### config.mk
export PLATFORM = sky130hd
export DESIGN_NAME = line_buf_ctrl_flat
export DESIGN_NICKNAME = d
export VERILOG_FILES = /design/src/rtl/line_buf_ctrl_if.sv /design/src/rtl/line_buf_ctrl.sv /design/src/flat_wrapper.sv
export SDC_FILE = /design/constraint.sdc
export NUM_CORES = 1
export LEC_CHECK = 0
export ABC_CLOCK_PERIOD_IN_PS = 2150
export CORE_MARGIN = 2
export CORE_UTILIZATION = 46
export DETAILED_ROUTE_END_ITERATION = 8
export PLACE_DENSITY = 0.77
export SYNTH_ARGS = -nofsm -noshare
export SYNTH_HDL_FRONTEND = slang
export SYNTH_SLANG_ARGS = --single-unit
### constraint.sdc
create_clock -name clk -period 2.15 [get_ports clk]
set_input_delay 0.43 -clock clk [delete_from_list [all_inputs] [get_ports clk]]
set_output_delay 0.43 -clock clk [all_outputs]
set_load 0.05 [all_outputs]
### src/rtl/line_buf_ctrl_if.sv
// Pixel stream, line-RAM and output bundle for line_buf_ctrl.
// slave = the controller's view; master = the view of its environment.
interface line_buf_ctrl_if #(
  parameter int unsigned DATA_WIDTH = 8,
  parameter int unsigned ADDR_WIDTH = 10,
  parameter int unsigned ROW_WIDTH  = 9
);
  logic                  in_valid;
  logic [DATA_WIDTH-1:0] in_data;
  logic                  in_sof;

  logic [ADDR_WIDTH-1:0] mem_waddr;
  logic [DATA_WIDTH-1:0] mem_wdata;
  logic                  mem_wr_en;
  logic [ADDR_WIDTH-1:0] mem_raddr;
  logic                  mem_rd_en;
  logic [DATA_WIDTH-1:0] mem_rdata;

  logic                  out_valid;
  logic [DATA_WIDTH-1:0] out_cur;
  logic [DATA_WIDTH-1:0] out_above;
  logic                  out_above_valid;
  logic [ADDR_WIDTH-1:0] out_col;
  logic [ROW_WIDTH-1:0]  out_row;
  logic                  out_eol;
  logic                  out_eof;
  logic                  sync_err;

  modport slave (
    input  in_valid, in_data, in_sof, mem_rdata,
    output mem_waddr, mem_wdata, mem_wr_en, mem_raddr, mem_rd_en,
    output out_valid, out_cur, out_above, out_above_valid,
    output out_col, out_row, out_eol, out_eof, sync_err
  );

  modport master (
    output in_valid, in_data, in_sof, mem_rdata,
    input  mem_waddr, mem_wdata, mem_wr_en, mem_raddr, mem_rd_en,
    input  out_valid, out_cur, out_above, out_above_valid,
    input  out_col, out_row, out_eol, out_eof, sync_err
  );
endinterface

### src/rtl/line_buf_ctrl.sv
// Single-line delay buffer sequencer: pairs each pixel with the one above it.
// Optional LBC_BORDER_REPLICATE_EN: row 0 reports out_above = out_cur instead of 0.
module line_buf_ctrl #(
  parameter int unsigned DATA_WIDTH   = 8,
  parameter int unsigned ADDR_WIDTH   = 10,
  parameter int unsigned LINE_WIDTH   = 640,
  parameter int unsigned FRAME_HEIGHT = 480,
  parameter int unsigned ROW_WIDTH    = 9
) (
  input logic            clk,
  input logic            rst_n,
  line_buf_ctrl_if.slave bus
);

  localparam logic [ADDR_WIDTH-1:0] LAST_COL = ADDR_WIDTH'(LINE_WIDTH - 1);
  localparam logic [ROW_WIDTH-1:0]  LAST_ROW = ROW_WIDTH'(FRAME_HEIGHT - 1);

  typedef enum logic [1:0] {S_IDLE, S_FIRST, S_LINES} state_t;

  state_t                r_state, w_state_nxt;
  logic [ADDR_WIDTH-1:0] r_col, w_col;
  logic [ROW_WIDTH-1:0]  r_row, w_row;
  logic                  w_accept, w_restart, w_sync_err;
  logic                  w_last_col, w_last_row;

  logic                  r_out_valid, r_out_above_valid, r_out_eol, r_out_eof, r_sync_err;
  logic [DATA_WIDTH-1:0] r_out_cur;
  logic [ADDR_WIDTH-1:0] r_out_col;
  logic [ROW_WIDTH-1:0]  r_out_row;

  // A sof pixel always restarts at (0,0); outside IDLE it is also a sync error.
  assign w_restart  = bus.in_valid & bus.in_sof;
  assign w_accept   = rst_n & bus.in_valid & ((r_state != S_IDLE) | bus.in_sof);
  assign w_sync_err = rst_n & w_restart & (r_state != S_IDLE);
  assign w_col      = w_restart ? '0 : r_col;
  assign w_row      = w_restart ? '0 : r_row;
  assign w_last_col = (w_col == LAST_COL);
  assign w_last_row = (w_row == LAST_ROW);

  // RAM drive; the RAM's read-before-write gives the previous row's pixel.
  assign bus.mem_waddr = w_col;
  assign bus.mem_raddr = w_col;
  assign bus.mem_wdata = bus.in_data;
  assign bus.mem_wr_en = w_accept;
  assign bus.mem_rd_en = w_accept & ~w_restart & (r_state == S_LINES);

  always_ff @(posedge clk or negedge rst_n) begin
    if (!rst_n) r_state <= S_IDLE;
    else        r_state <= w_state_nxt;
  end

  always_comb begin
    w_state_nxt = r_state;
    if (w_accept) begin
      if (w_last_col && w_last_row) w_state_nxt = S_IDLE;
      else if (w_last_col)          w_state_nxt = S_LINES;
      else if (w_row == '0)         w_state_nxt = S_FIRST;
      else                          w_state_nxt = S_LINES;
    end
  end

  always_ff @(posedge clk or negedge rst_n) begin
    if (!rst_n) begin
      r_col <= '0;
      r_row <= '0;
    end else if (w_accept) begin
      if (w_last_col) begin
        r_col <= '0;
        r_row <= w_last_row ? '0 : w_row + ROW_WIDTH'(1);
      end else begin
        r_col <= w_col + ADDR_WIDTH'(1);
        r_row <= w_row;
      end
    end
  end

  // Output stage: one cycle behind acceptance, aligned with the RAM read data.
  always_ff @(posedge clk or negedge rst_n) begin
    if (!rst_n) begin
      r_out_valid       <= 1'b0;
      r_out_cur         <= '0;
      r_out_above_valid <= 1'b0;
      r_out_col         <= '0;
      r_out_row         <= '0;
      r_out_eol         <= 1'b0;
      r_out_eof         <= 1'b0;
      r_sync_err        <= 1'b0;
    end else begin
      r_out_valid <= w_accept;
      r_sync_err  <= w_sync_err;
      if (w_accept) begin
        r_out_cur         <= bus.in_data;
        r_out_above_valid <= (w_row != '0);
        r_out_col         <= w_col;
        r_out_row         <= w_row;
        r_out_eol         <= w_last_col;
        r_out_eof         <= w_last_col & w_last_row;
      end
    end
  end

  assign bus.out_valid       = r_out_valid;
  assign bus.out_cur         = r_out_cur;
  assign bus.out_above_valid = r_out_above_valid;
  assign bus.out_col         = r_out_col;
  assign bus.out_row         = r_out_row;
  assign bus.out_eol         = r_out_eol;
  assign bus.out_eof         = r_out_eof;
  assign bus.sync_err        = r_sync_err;

`ifdef LBC_BORDER_REPLICATE_EN
  assign bus.out_above = r_out_above_valid ? bus.mem_rdata : r_out_cur;
`else
  assign bus.out_above = r_out_above_valid ? bus.mem_rdata : '0;
`endif

endmodule

### src/flat_wrapper.sv
// flat-port wrapper written by rule: the top's interface ports become plain ports
module line_buf_ctrl_flat 
#(
  parameter int unsigned DATA_WIDTH   = 8,
  parameter int unsigned ADDR_WIDTH   = 10,
  parameter int unsigned LINE_WIDTH   = 640,
  parameter int unsigned FRAME_HEIGHT = 480,
  parameter int unsigned ROW_WIDTH    = 9
)
  (clk, rst_n, bus_in_valid, bus_in_data, bus_in_sof, bus_mem_rdata, bus_mem_waddr, bus_mem_wdata, bus_mem_wr_en, bus_mem_raddr, bus_mem_rd_en, bus_out_valid, bus_out_cur, bus_out_above, bus_out_above_valid, bus_out_col, bus_out_row, bus_out_eol, bus_out_eof, bus_sync_err);
  line_buf_ctrl_if #(.DATA_WIDTH(DATA_WIDTH), .ADDR_WIDTH(ADDR_WIDTH), .ROW_WIDTH(ROW_WIDTH)) bus_i ();
  input logic clk;
  input logic rst_n;
  input wire logic [$bits(bus_i.in_valid)-1:0] bus_in_valid;
  input wire logic [$bits(bus_i.in_data)-1:0] bus_in_data;
  input wire logic [$bits(bus_i.in_sof)-1:0] bus_in_sof;
  input wire logic [$bits(bus_i.mem_rdata)-1:0] bus_mem_rdata;
  output wire logic [$bits(bus_i.mem_waddr)-1:0] bus_mem_waddr;
  output wire logic [$bits(bus_i.mem_wdata)-1:0] bus_mem_wdata;
  output wire logic [$bits(bus_i.mem_wr_en)-1:0] bus_mem_wr_en;
  output wire logic [$bits(bus_i.mem_raddr)-1:0] bus_mem_raddr;
  output wire logic [$bits(bus_i.mem_rd_en)-1:0] bus_mem_rd_en;
  output wire logic [$bits(bus_i.out_valid)-1:0] bus_out_valid;
  output wire logic [$bits(bus_i.out_cur)-1:0] bus_out_cur;
  output wire logic [$bits(bus_i.out_above)-1:0] bus_out_above;
  output wire logic [$bits(bus_i.out_above_valid)-1:0] bus_out_above_valid;
  output wire logic [$bits(bus_i.out_col)-1:0] bus_out_col;
  output wire logic [$bits(bus_i.out_row)-1:0] bus_out_row;
  output wire logic [$bits(bus_i.out_eol)-1:0] bus_out_eol;
  output wire logic [$bits(bus_i.out_eof)-1:0] bus_out_eof;
  output wire logic [$bits(bus_i.sync_err)-1:0] bus_sync_err;
  assign bus_i.in_valid = bus_in_valid;
  assign bus_i.in_data = bus_in_data;
  assign bus_i.in_sof = bus_in_sof;
  assign bus_i.mem_rdata = bus_mem_rdata;
  assign bus_mem_waddr = bus_i.mem_waddr;
  assign bus_mem_wdata = bus_i.mem_wdata;
  assign bus_mem_wr_en = bus_i.mem_wr_en;
  assign bus_mem_raddr = bus_i.mem_raddr;
  assign bus_mem_rd_en = bus_i.mem_rd_en;
  assign bus_out_valid = bus_i.out_valid;
  assign bus_out_cur = bus_i.out_cur;
  assign bus_out_above = bus_i.out_above;
  assign bus_out_above_valid = bus_i.out_above_valid;
  assign bus_out_col = bus_i.out_col;
  assign bus_out_row = bus_i.out_row;
  assign bus_out_eol = bus_i.out_eol;
  assign bus_out_eof = bus_i.out_eof;
  assign bus_sync_err = bus_i.sync_err;
  line_buf_ctrl #(.DATA_WIDTH(DATA_WIDTH), .ADDR_WIDTH(ADDR_WIDTH), .LINE_WIDTH(LINE_WIDTH), .FRAME_HEIGHT(FRAME_HEIGHT), .ROW_WIDTH(ROW_WIDTH)) u_core (.clk(clk), .rst_n(rst_n), .bus(bus_i));
endmodule
==> flow_summary.ini, run 1 <==
[logic_synthesis]
ys_ff_latch = 53
synth-edff-count = 0
syn_inst = 288
ys_seq_area_share_pct = 47.68
syn-num-nets = 310
synth_top_area_cell = dfrtp_1
synth_area_um2 = 2781
synth_common_cells = 58 x nand2_1, 53 x dfrtp_1, 22 x o21ai_0
synth_area_per_cell_um2 = 9.658
netlist-cell-type-count = 47
yosysTopAreaCellShare_pct = 47.68
ys_top_cells_by_area = dfrtp_1 48%, nand2_1 7.8%, buf_4 4.9%
async_flop_share_pct = 100.0
synth_warnings = 0
synth_ff_type = dfrtp_1
synth.most_common_cell = nand2_1

[clock_tree]
cts_made_buffers = 5
clock-sinks = 53
clock_path_buffers = 2
cts_max_level = 2
clk_pin_slew_worst_paths_ps = 100
cts_tree = yes
root_buffer = clkbuf_8
clk_latency_ps = 320

[timing]
finalSetupTns_ps = 0
hold_viol_final = 0
max_slew_margin_pct = 56.11
finalSetupViolCount = 0
timing.fmax_mhz = 484.1
tightest_slew_ps = 658.4
post-route-period-util_pct = 96.08
rsz0062_at_grt = true
finalMaxSlewViolations = 0
min_period_ps = 2066
fin_skew_ps = 8.774
worst_slack_ps = 84.28

[global_routing]
grt.total_usage_pct = 23.54
grt_pass1_wl_um = 11980
grt_antenna_before_repair = 0
grt_pass1_vias = 2469
overflow = 0
grt_max_degree = 55

[finish]
syn2layout_area_growth_pct = 56.64
diodes = 0
nets = 411
finalCoreUtilization_pct = 74.02
final_cell_area_um2 = 4357
fin_cells = 465
drive_above_1_share_pct = 29.74

[worst_setup_path]
max_stage_delay_ps = 260
endpoint_kind = flop
crit_type = input port to flop
cp.arrival_ps = 2260
cp-start-kind = input port
cp_cell_sequence = dlygate4sd2_1 > nand2_2 > buf_4 > and2_1 > ha_1 > and4_2 > nand4_1 > and2_1 > o221ai_1 > o41ai_1
slowest_stage = dlygate4sd2_1
worstPathMaxFanout = 5
required_ps = 2340
cpMostUsedCell = and2_1
reg2reg_depth = 7

[detailed_routing]
totalWireLength_um = 7416
vias = 2532
drc = 0
wl_per_cell_um = 15.95
viasPerCell = 5.445
first_iter_violations = 213
ant_nets = 0
drt-pass1-iter-count = 4

[placement]
place_area_um2 = 4232
dpl.cell_count = 456
gp_congestion = 0.8717
post-dp-hpwl_um = 5383
place_ws_ps = -404.6
port_buffers = 89

[die]
die_area_um2 = 6685
io_pins = 90
core_area_um2 = 5886
rows = 28
initial_core_util_pct = 47.26
die_w_um = 81.76
die_h_um = 81.76

[power_and_ir_drop]
power_density_nw_per_um2 = 760.6
ir_drop_mv = 0.7687
power.leakage_nw = 2.004

[status]
status = complete, no violations

[hold_path]
hold_path.class = input port to async pin

[run]
drv_cap = 0
power by group:
group | internal, mW | leakage (nW) | switching (mW)
logic | 0.636 | 1.24 | 0.852
clock network | 0.292 | 0.0542 | 0.324
registers | 1.10 | 0.715 | 0.106
stage by stage:
step	hold WS (ps)	power [mW]
floorplan	134.4	2.037
global placement	451.9	2.688
detailed placement	459.1	2.713
CTS	306.8	3.335
global route	336.5	3.458
finish	278.3	3.314
critical path, delay by kind of cell:
kind	cells	cell delay, ps
and+or+nand+nor	5	1010
buffers and inverters	2	400
AOI/OAI and AO/OA	2	250
adders and majority gates	1	180
layout make-up:
cell class / instances / area (um^2)
Timing Repair Buffer: 127 / 1569
Fill cell: 414 / 1529
Sequential cell: 53 / 1326
Multi-Input combinational cell: 199 / 1255
Clock buffer: 7 / 96.34
Tap cell: 75 / 93.84
Inverter: 3 / 11.26
Clock inverter: 1 / 5.005
repair_timing:
| item | in CTS | in global routing |
|---|---|---|
| hold buffers | 0 | 0 |
| cloned | 0 | 0 |
| setup buffers | 1 | 0 |
| gates resized for setup | 8 | 0 |
| setup endpoints to repair | 31 | 1 |
cells by family (layout without fill, tap and decap cells):
family | count (synthesis) | count (layout) | synth area share (%)
AND/OR/NAND/NOR | 129 | 129 | 24.83
adder cells (fa/ha/maj) | 2 | 2 | 0.8995
AO/OA/AOI/OAI | 56 | 56 | 12.96
buffers and inverters | 36 | 138 | 8.772
flip-flops | 53 | 53 | 47.68
multiplexers | 12 | 12 | 4.858
registers in the layout, indices dropped and copies added, names as in the netlist:
register / flops
u_core.bus.sync_err: 1
u_core.bus.out_cur: 8
u_core.bus.out_eol: 1
u_core.bus.out_col: 10
u_core.r_col: 10
u_core.r_row: 9
u_core.r_state: 2
u_core.bus.out_row: 9
u_core.bus.out_valid: 1
u_core.bus.out_above_valid: 1
u_core.bus.out_eof: 1
metal layers:
layer | up-vias | wire [um] | GRT usage [%] | part of all wire (%)
li1 | 1199 | - | - | -
met1 | 1209 | 3041 | 31.43 | 41
met2 | 113 | 3651 | 39.02 | 49
met3 | 11 | 623 | 4.725 | 8.4
met4 | 0 | 99 | 6.667 | 1.3
met5 | - | 0 | 0 | 0
cells in the final DEF (no fill, tap or decap), types with 2 or more instances in the layout:
cell type	instances
buf_12	39
mux2_2	12
dfrtp_1	53
nand3_1	12
clkbuf_8	7
a22o_1	4
nor2_1	5
buf_6	2
buf_4	35
a31oi_1	2
and2_1	18
clkdlybuf4s50_1	48
nand2_1	57
and4_1	2
inv_1	2
and3_1	4
and4_2	2
nand4_1	7
nor3_1	5
o41ai_1	3
o31ai_1	4
nand4b_1	2
a21oi_1	11
a21o_1	2
and2_4	2
dlygate4sd2_1	2
o21ai_0	22
final timing paths:
check	from	slack [ps]	to
max	bus_in_sof	80	u_core.r_row[3]
min in group clk	u_core.bus.out_row[6]	470	u_core.bus.out_row[6]
min	rst_n	280	u_core.bus.out_row[5]
max in group asynchronous	rst_n	1440	u_core.bus.out_cur[7]
max reg2reg	u_core.r_row[0]	220	u_core.r_row[3]
min reg2reg	u_core.bus.out_row[6]	470	u_core.bus.out_row[6]
Note: power is estimated with default switching activity, not from simulation.
==> run 2, diff against run 1 <==
--- a/config.mk
+++ b/config.mk
@@ -6,9 +6,9 @@
 export NUM_CORES = 1
 export LEC_CHECK = 0
 export ABC_CLOCK_PERIOD_IN_PS = 2150
-export CORE_MARGIN = 2
 export CORE_UTILIZATION = 46
 export DETAILED_ROUTE_END_ITERATION = 8
+export GPL_TIMING_DRIVEN = 1
 export PLACE_DENSITY = 0.77
 export SYNTH_ARGS = -nofsm -noshare
 export SYNTH_HDL_FRONTEND = slang
==> run 2 against run 1 <==
- combinational power hardly changed
- utilization increased by 2.2 points
- register-to-register slack gained 30 ps
- non-clock buffer count unchanged
- largest cell class unchanged
==> flow_summary.ini, run 2 (same netlist as run 1, synthesis figures left out) <==
[status]
status = complete, no violations

[power_and_ir_drop]
p_int_mw = 1.983
pwr-share-seq_pct = 37.2
switching_share_pct = 38.84
switchingPower_mw = 1.259
ir_drop_mv = 0.6463
power.leakage_nw = 1.995
p_comb_share_pct = 45.1
power_density_nw_per_um2 = 749.6
power.share.clock_pct = 17.7
p_total_mw = 3.242

[placement]
gp_congestion = 0.8922
place_area_um2 = 4215
port_buffers = 89
post-dp-hpwl_um = 5037
place_ws_ps = -425.6

[timing]
finalMaxSlewViolations = 0
min_period_ps = 2052
fin_skew_ps = 8.046
max_slew_margin_pct = 55.38
finalSetupTns_ps = 0
finalSetupViolCount = 0
post-route-period-util_pct = 95.44
worst_slack_ps = 98.10
hold_viol_final = 0
rsz0062_at_grt = false
tightest_slew_ps = 669.3
timing.fmax_mhz = 487.4

[die]
die_h_um = 79.76
core_area_um2 = 5675
die_area_um2 = 6362
die_w_um = 79.76
initial_core_util_pct = 49.01
io_pins = 90
rows = 27

[worst_setup_path]
slowest_stage = or2_4
cp-start-kind = input port
rr_startpoint = u_core.r_row[0]
crit_path_end = bus_mem_wr_en
worstPathMaxFanout = 4
max_stage_delay_ps = 270
path_delay_family = buffers and inverters
r2r_slack_ps = 250
cp_cell_sequence = clkdlybuf4s15_1 > buf_6 > nand2_1 > or2_4 > buf_4 > inv_2 > buf_4 > buf_12
endpoint_kind = output port
worst-path-buf-inv = 6
r2r-end = u_core.r_row[0]
crit_type = input port to output port
required_ps = 1720
cpMostUsedCell = buf_4
cp.depth = 8
reg2reg_depth = 7
crit_start = bus_in_valid
cp.arrival_ps = 1620

[detailed_routing]
drt-pass1-iter-count = 4
ant_nets = 0
first_iter_violations = 198
vias = 2543
totalWireLength_um = 7040
wl_per_cell_um = 15.27
viasPerCell = 5.516
drc = 0

[clock_tree]
cts_tree = yes
clock-sinks = 53
cts_made_buffers = 5
cts_max_level = 2
clock_path_buffers = 2
root_buffer = clkbuf_8
clk_latency_ps = 310
clk_pin_slew_worst_paths_ps = 90

[global_routing]
grt.total_usage_pct = 24.00
grt_max_degree = 55
grt_antenna_before_repair = 0
grt_pass1_vias = 2421
grt_pass1_wl_um = 11740
overflow = 0

[finish]
finalCoreUtilization_pct = 76.21
nets = 411
final_cell_mix = 57 x nand2_1, 53 x dfrtp_1, 48 x clkdlybuf4s50_1
syn2layout_area_growth_pct = 55.51
drive_above_1_share_pct = 29.31
layout_commonest_cell = nand2_1
fill_cells = 392
diodes = 0
final_cell_area_um2 = 4325

[hold_path]
hold_path.class = input port to async pin

[run]
drv_cap = 0
-- run 2: power by group through the flow --
stage / logic (mW) / registers (mW) / clock network (mW)
2_1_floorplan: 0.575 / 1.46 / 0
3_3_place_gp: 1.45 / 1.22 / 0
4_1_cts: 1.47 / 1.21 / 0.576
3_5_place_dp: 1.46 / 1.22 / 0
6_report: 1.46 / 1.21 / 0.572
5_1_grt: 1.53 / 1.23 / 0.628
-- run 2: metal layers --
layer / track usage [%] / wire length (um) / up-vias
met5: 0 / 0 / -
met4: 6.607 / 67 / 0
met3: 5.829 / 570 / 6
met2: 38.46 / 3382 / 113
met1: 32.40 / 3019 / 1223
li1: - / - / 1201
-- run 2: how the worst min path moves through the flow --
| stage | from | to | slack (ps) | cells after the start |
|---|---|---|---|---|
| 2_1_floorplan | rst_n | u_core.bus.out_above_valid | 130 | 0 |
| 3_5_place_dp | u_core.bus.out_eol | u_core.bus.out_eol | 450 | 2 |
| 6_report | rst_n | u_core.r_row[6] | 280 | 2 |
| 3_3_place_gp | u_core.bus.out_row[8] | u_core.bus.out_row[8] | 450 | 2 |
| 4_1_cts | rst_n | u_core.bus.out_row[8] | 310 | 2 |
| 5_1_grt | rst_n | u_core.bus.out_row[7] | 340 | 2 |
-- run 2: cell type report --
class	instances	area (um^2)	area share [%]
Inverter	3	11.26	0.2603
Tap cell	72	90.09	2.083
Clock buffer	7	86.33	1.996
Sequential cell	53	1326	30.66
Multi-Input combinational cell	199	1257	29.07
Timing Repair Buffer	127	1554	35.93
-- run 2: what timing repair did --
item	CTS	global route
cloned	0	0
setup endpoints to repair	33	2
pin swaps	0	3
gates resized for setup	6	2
setup buffers	0	1
hold buffers	0	0
-- run 2: per-stage QoR --
step,std cells,hold slack [ps]
2_1_floorplan,288,134.4
3_3_place_gp,453,450.6
3_5_place_dp,453,454.5
4_1_cts,460,308.7
5_1_grt,461,337.4
6_report,461,277.3
